`src/rtl/fifo_pkg.sv`:
```
// fifo_pkg: shared status type and pointer-width helper for the synchronous FIFO.
package fifo_pkg;
    typedef struct packed {
        logic full;
        logic empty;
        logic almost_full;
        logic almost_empty;
    } fifo_status_t;

    function automatic int ptr_width(input int depth);
        return $clog2(depth) + 1;
    endfunction
endpackage

```
`src/rtl/fifo_mem.sv`:
```
// fifo_mem: WIDTH x DEPTH register array with one write port and an asynchronous read port.
// Contents clear to zero on the asynchronous active-low reset.
module fifo_mem
    import fifo_pkg::*;
#(
    parameter int WIDTH      = 8,
    parameter int DEPTH      = 8,
    parameter int ADDR_WIDTH = $clog2(DEPTH)
) (
    input  logic                  clk,
    input  logic                  rstN,
    input  logic                  we,
    input  logic [ADDR_WIDTH-1:0] waddr,
    input  logic [WIDTH-1:0]      wdata,
    input  logic [ADDR_WIDTH-1:0] raddr,
    output logic [WIDTH-1:0]      rdata
);
    logic [WIDTH-1:0] r_mem [DEPTH];

    always_ff @(posedge clk or negedge rstN) begin
        if (!rstN) begin
            for (int i = 0; i < DEPTH; i++) r_mem[i] <= '0;
        end else if (we) begin
            r_mem[waddr] <= wdata;
        end
    end

    assign rdata = r_mem[raddr];
endmodule

```
`src/rtl/sync_fifo_param.sv`:
```
// sync_fifo_param: parametrised single-clock show-ahead FIFO with occupancy count and thresholds.
// Define SYNC_FIFO_ERR_FLAGS_EN to enable sticky overflow/underflow flags (tied to 0 otherwise).
module sync_fifo_param
    import fifo_pkg::*;
#(
    parameter int WIDTH      = 8,
    parameter int DEPTH      = 8,
    parameter int AF_THRESH  = DEPTH - 2,
    parameter int AE_THRESH  = 1,
    parameter int ADDR_WIDTH = $clog2(DEPTH)
) (
    input  logic                  clk,
    input  logic                  rstN,
    input  logic                  write_en,
    input  logic [WIDTH-1:0]      write_data,
    input  logic                  read_en,
    output logic [WIDTH-1:0]      read_data,
    output logic                  full,
    output logic                  empty,
    output logic                  almost_full,
    output logic                  almost_empty,
    output logic [ADDR_WIDTH:0]   count,
    input  logic                  err_clr,
    output logic                  overflow,
    output logic                  underflow
);
    localparam int PW = ptr_width(DEPTH);
    localparam logic [PW-1:0] AF = PW'(AF_THRESH);
    localparam logic [PW-1:0] AE = PW'(AE_THRESH);

    logic [PW-1:0] r_wr_ptr, r_rd_ptr, r_count;
    logic          w_rd_acc, w_wr_acc;
    fifo_status_t  w_status;

    always_comb begin
        w_status.empty        = r_wr_ptr == r_rd_ptr;
        w_status.full         = (r_wr_ptr[PW-1] != r_rd_ptr[PW-1]) &&
                                (r_wr_ptr[PW-2:0] == r_rd_ptr[PW-2:0]);
        w_status.almost_full  = r_count >= AF;
        w_status.almost_empty = r_count <= AE;
    end

    // A read at full frees the slot the write lands in, so both are taken.
    assign w_rd_acc = read_en && !w_status.empty;
    assign w_wr_acc = write_en && (!w_status.full || w_rd_acc);

    always_ff @(posedge clk or negedge rstN) begin
        if (!rstN) begin
            r_wr_ptr <= '0;
            r_rd_ptr <= '0;
            r_count  <= '0;
        end else begin
            if (w_wr_acc) r_wr_ptr <= r_wr_ptr + PW'(1);
            if (w_rd_acc) r_rd_ptr <= r_rd_ptr + PW'(1);
            if (w_wr_acc && !w_rd_acc) r_count <= r_count + PW'(1);
            else if (w_rd_acc && !w_wr_acc) r_count <= r_count - PW'(1);
        end
    end

    fifo_mem #(
        .WIDTH      (WIDTH),
        .DEPTH      (DEPTH),
        .ADDR_WIDTH (ADDR_WIDTH)
    ) u_mem (
        .clk   (clk),
        .rstN  (rstN),
        .we    (w_wr_acc),
        .waddr (r_wr_ptr[PW-2:0]),
        .wdata (write_data),
        .raddr (r_rd_ptr[PW-2:0]),
        .rdata (read_data)
    );

    assign full         = w_status.full;
    assign empty        = w_status.empty;
    assign almost_full  = w_status.almost_full;
    assign almost_empty = w_status.almost_empty;
    assign count        = r_count;

`ifdef SYNC_FIFO_ERR_FLAGS_EN
    logic r_overflow, r_underflow;

    // Set has priority over a same-cycle clear.
    always_ff @(posedge clk or negedge rstN) begin
        if (!rstN) begin
            r_overflow  <= 1'b0;
            r_underflow <= 1'b0;
        end else begin
            r_overflow  <= (write_en && !w_wr_acc) || (r_overflow && !err_clr);
            r_underflow <= (read_en && w_status.empty) || (r_underflow && !err_clr);
        end
    end

    assign overflow  = r_overflow;
    assign underflow = r_underflow;
`else
    logic w_unused;

    assign w_unused  = err_clr;
    assign overflow  = 1'b0;
    assign underflow = 1'b0;
`endif
endmodule

```
`config.mk`:
```
export PLATFORM = sky130hd
export DESIGN_NAME = sync_fifo_param
export DESIGN_NICKNAME = d
export VERILOG_FILES = /design/src/rtl/fifo_pkg.sv /design/src/rtl/fifo_mem.sv /design/src/rtl/sync_fifo_param.sv
export SDC_FILE = /design/constraint.sdc
export NUM_CORES = 1
export LEC_CHECK = 0
export CAP_MARGIN = 20
export CORE_MARGIN = 3
export CORE_UTILIZATION = 45
export CTS_CLUSTER_DIAMETER = 30
export DETAILED_ROUTE_END_ITERATION = 10
export SYNTH_ARGS = -nofsm -noshare
export SYNTH_HDL_FRONTEND = slang
export SYNTH_SLANG_ARGS = --single-unit
```
`constraint.sdc`:
```
create_clock -name clk -period 8.3 [get_ports clk]
set_clock_uncertainty 0.2 [all_clocks]
set_input_delay 0.83 -clock clk [delete_from_list [all_inputs] [get_ports clk]]
set_output_delay 0.83 -clock clk [all_outputs]
set_load 0.03 [all_outputs]
```
==> impl_metrics.tcl <==
set metrics [dict create \
    slew-limit-headroom 0.3417 \
    r2r-start "r_rd_ptr[0]" \
    required_ns 7.27 \
    synth-seq-area-share 0.4900 \
    power.switching_mw 0.7184 \
    leakage_nw 1.929 \
    setup_tns_ns 0 \
    design.die.area_mm2 0.009775 \
    yosys.area.top_type_share 0.4900 \
    r2r_end "count[3]" \
    postRouteAntennaNets 0 \
    regArea_mm2 0.001902 \
    io_buffers 27 \
    setup_viol 0 \
    yosysUniqueCellTypes 37 \
    worstMarginPinSlew_ns 0.9874 \
    clock_power_share 0.143 \
    mostFrequentLayoutCells "dfrtp_1 (76), mux2_2 (38), mux2_4 (34)" \
    initial_utilization 0.4677 \
    cts_resized 0 \
    synth-seq-cells 76 \
    avgSynthCellArea_um2 15.91 \
    grt_first_pass_wirelength_um 11840 \
    fin_crit_ns 3.926 \
    cts_max_path_buffers 2 \
    mostFrequentLayoutCell "dfrtp_1" \
    first_global_vias 2153 \
    status "complete, no violations" \
    path_clk_slew_ns 0.08 \
    nFillCells 702 \
    drv_cap 0 \
    synth_top_family_by_area "multiplexers" \
    power.density_mw_per_mm2 452.7 \
    p_int_mw 1.272 \
    synthAdderAreaFrac 0.02257 \
    cp-start-kind "flop" \
    cts.sinks 76 \
    rr_worst_depth 9 \
    crit_arrival_ns 2.90 \
    numCtsBuffers 9 \
    rrSetupSlack_ns 4.99 \
    multi_input_area_mm2 0.001869 \
    fmax_mhz 254.7 \
    fp-row-count 33 \
    pwr-share-comb 0.492 \
    place_congestion 0.6958 \
    drc 0 \
    clock_latency_ns 0.35 \
    yosysTopAreaCell "dfrtp_1" \
    antenna_found_initial 0 \
    slew_viol_final 0 \
    postCtsSetupBuffers 0 \
    grt_setup_unrepaired "false" \
    wl_um 7115 \
    area_growth_syn_to_layout_pct 13.31 \
    synth_compound_area_frac 0.02353 \
    min_path_cells 1 \
    hold-path-endpoint "u_mem.r_mem[57]" \
    antennaDiodeCount 0 \
    dieHeight_um 98.87 \
    grt_max_degree 77 \
    crit_fanout 11 \
    synth_area_mm2 0.003881 \
    gr-usage-all-layers 0.1599 \
    synth_xor_area_frac 0.03740 \
    worstHoldPathType "flop to flop" \
    vias_per_cell 5.352 \
    drive_gt1_frac 0.3993 \
    fp.dieW_um 98.87 \
    synth.mux.area_fraction 0.3498 \
    wl_per_cell_um 18.58 \
    synthSimpleGateAreaFrac 0.04642 \
    synth_top_cells_by_area "dfrtp_1 (49%), mux2_4 (13%), mux2_2 (11%), mux4_2 (5.2%), mux4_1 (4.7%)" \
    coreArea_mm2 0.008299 \
    power_frac_seq 0.365 \
    htreeDepth 3 \
    finalPower_mw 1.991 \
    ios 31 \
    drtIter0Drc 116 \
    hpwl_um 4355 \
    grt_overflow 0 \
    yosysWarnings 0 \
    drtPass1Iterations 4 \
    cp-end-kind "primary output" \
    netlist_instances 244 \
    vias 2050 \
    ctsHoldBuffers 0 \
    tritoncts "done" \
    ir_drop_mv 0.2199 \
    hp-start "u_mem.r_mem[57]" \
    fin_crit_sh 0.4730 \
    final_nets 293 \
    final_hold_viol_count 0 \
    clock-root-buffer "clkbuf_8" \
    critical_path_class "flop to primary output" \
    switching_share 0.3609 \
]
==> area by class of cell <==
class / count / area share
tap: 105 / 0.02987
timing repair buffer: 28 / 0.06259
inverter: 5 / 0.004267
clock inverter: 6 / 0.01451
multi-input combinational: 153 / 0.4250
sequential: 76 / 0.4324
clock buffer: 10 / 0.03129
==> power by group through the flow <==
stage | combinational, mW | clock, mW | sequential, mW
final | 0.980 | 0.284 | 0.727
after CTS | 0.993 | 0.296 | 0.729
after detailed placement | 0.990 | 0 | 0.734
after global routing | 1.05 | 0.311 | 0.759
after global placement | 0.976 | 0 | 0.732
after floorplan | 0.790 | 0 | 0.674
==> cells by family after synthesis <==
| kind of cell | count (synthesis) |
|---|---|
| AND/OR/NAND/NOR | 31 |
| other | 1 |
| flip-flops | 76 |
| adder cells (fa/ha/maj) | 7 |
| buffers and inverters | 16 |
| XOR/XNOR | 14 |
| AO/OA/AOI/OAI | 8 |
| multiplexers | 91 |
==> worst max-delay path: stages, from the launching register on <==
cell and delay (ns):
dfrtp_1 0.72, buf_4 0.35, mux4_1 0.60, mux2_2 0.28, clkdlybuf4s50_1 0.59
==> cells in the mapped netlist <==
cell,count
buf_2,1
buf_4,2
mux2_1,2
nand2b_1,1
o31ai_1,1
and3_1,6
xnor2_1,6
mux2_2,38
a41oi_4,1
nand2_1,3
nand4_2,1
mux2i_1,1
dfrtp_1,76
nand4_1,1
or4_1,1
mux2_4,34
a41oi_1,1
xor2_1,5
conb_1,1
nand2_2,6
nor2_1,5
o41ai_4,1
nor3_1,2
nand3_1,2
inv_1,5
buf_6,6
ha_1,7
mux4_2,9
xnor2_2,2
clkbuf_1,2
xor2_2,1
o21ai_0,2
nor2b_1,1
nor3b_1,1
a21oi_1,2
mux4_1,7
nand4b_1,1
==> metal layers <==
metal / GRT usage / wire (um)
met4: 0.05042 / 76
met2: 0.2386 / 3321
met1: 0.2267 / 3502
met3: 0.04600 / 215
met5: 0 / 0
==> sequential cells by signal, indices dropped and copies added (netlist names) <==
signal / count
count: 4
r_rd_ptr: 4
r_wr_ptr: 4
u_mem.r_mem: 64
==> stage by stage <==
stage	worst slack (ns)	cells	utilization	cell area [um^2]	hold WS (ns)
5_1_grt	4.159	383	0.5299	4398	0.3092
6_report	4.374	383	0.5299	4398	0.2856
2_1_floorplan	5.626	245	-	3885	0.2565
3_3_place_gp	4.693	367	0.5057	4197	0.2719
3_5_place_dp	4.687	367	0.5057	4197	0.2733
4_1_cts	4.275	383	0.5299	4398	0.2904
==> worst max path at each step <==
| stage | from | slack [ns] | depth (start not counted) | to |
|---|---|---|---|---|
| 5_1_grt | r_rd_ptr[0] | 4.16 | 4 | read_data[6] |
| 6_report | r_rd_ptr[0] | 4.37 | 4 | read_data[6] |
| 2_1_floorplan | r_rd_ptr[0] | 5.63 | 4 | read_data[0] |
| 3_5_place_dp | r_rd_ptr[0] | 4.69 | 4 | read_data[6] |
| 3_3_place_gp | r_rd_ptr[0] | 4.69 | 4 | read_data[6] |
| 4_1_cts | r_rd_ptr[0] | 4.27 | 4 | read_data[6] |
No activity file was read; power rests on OpenSTA's default activity.
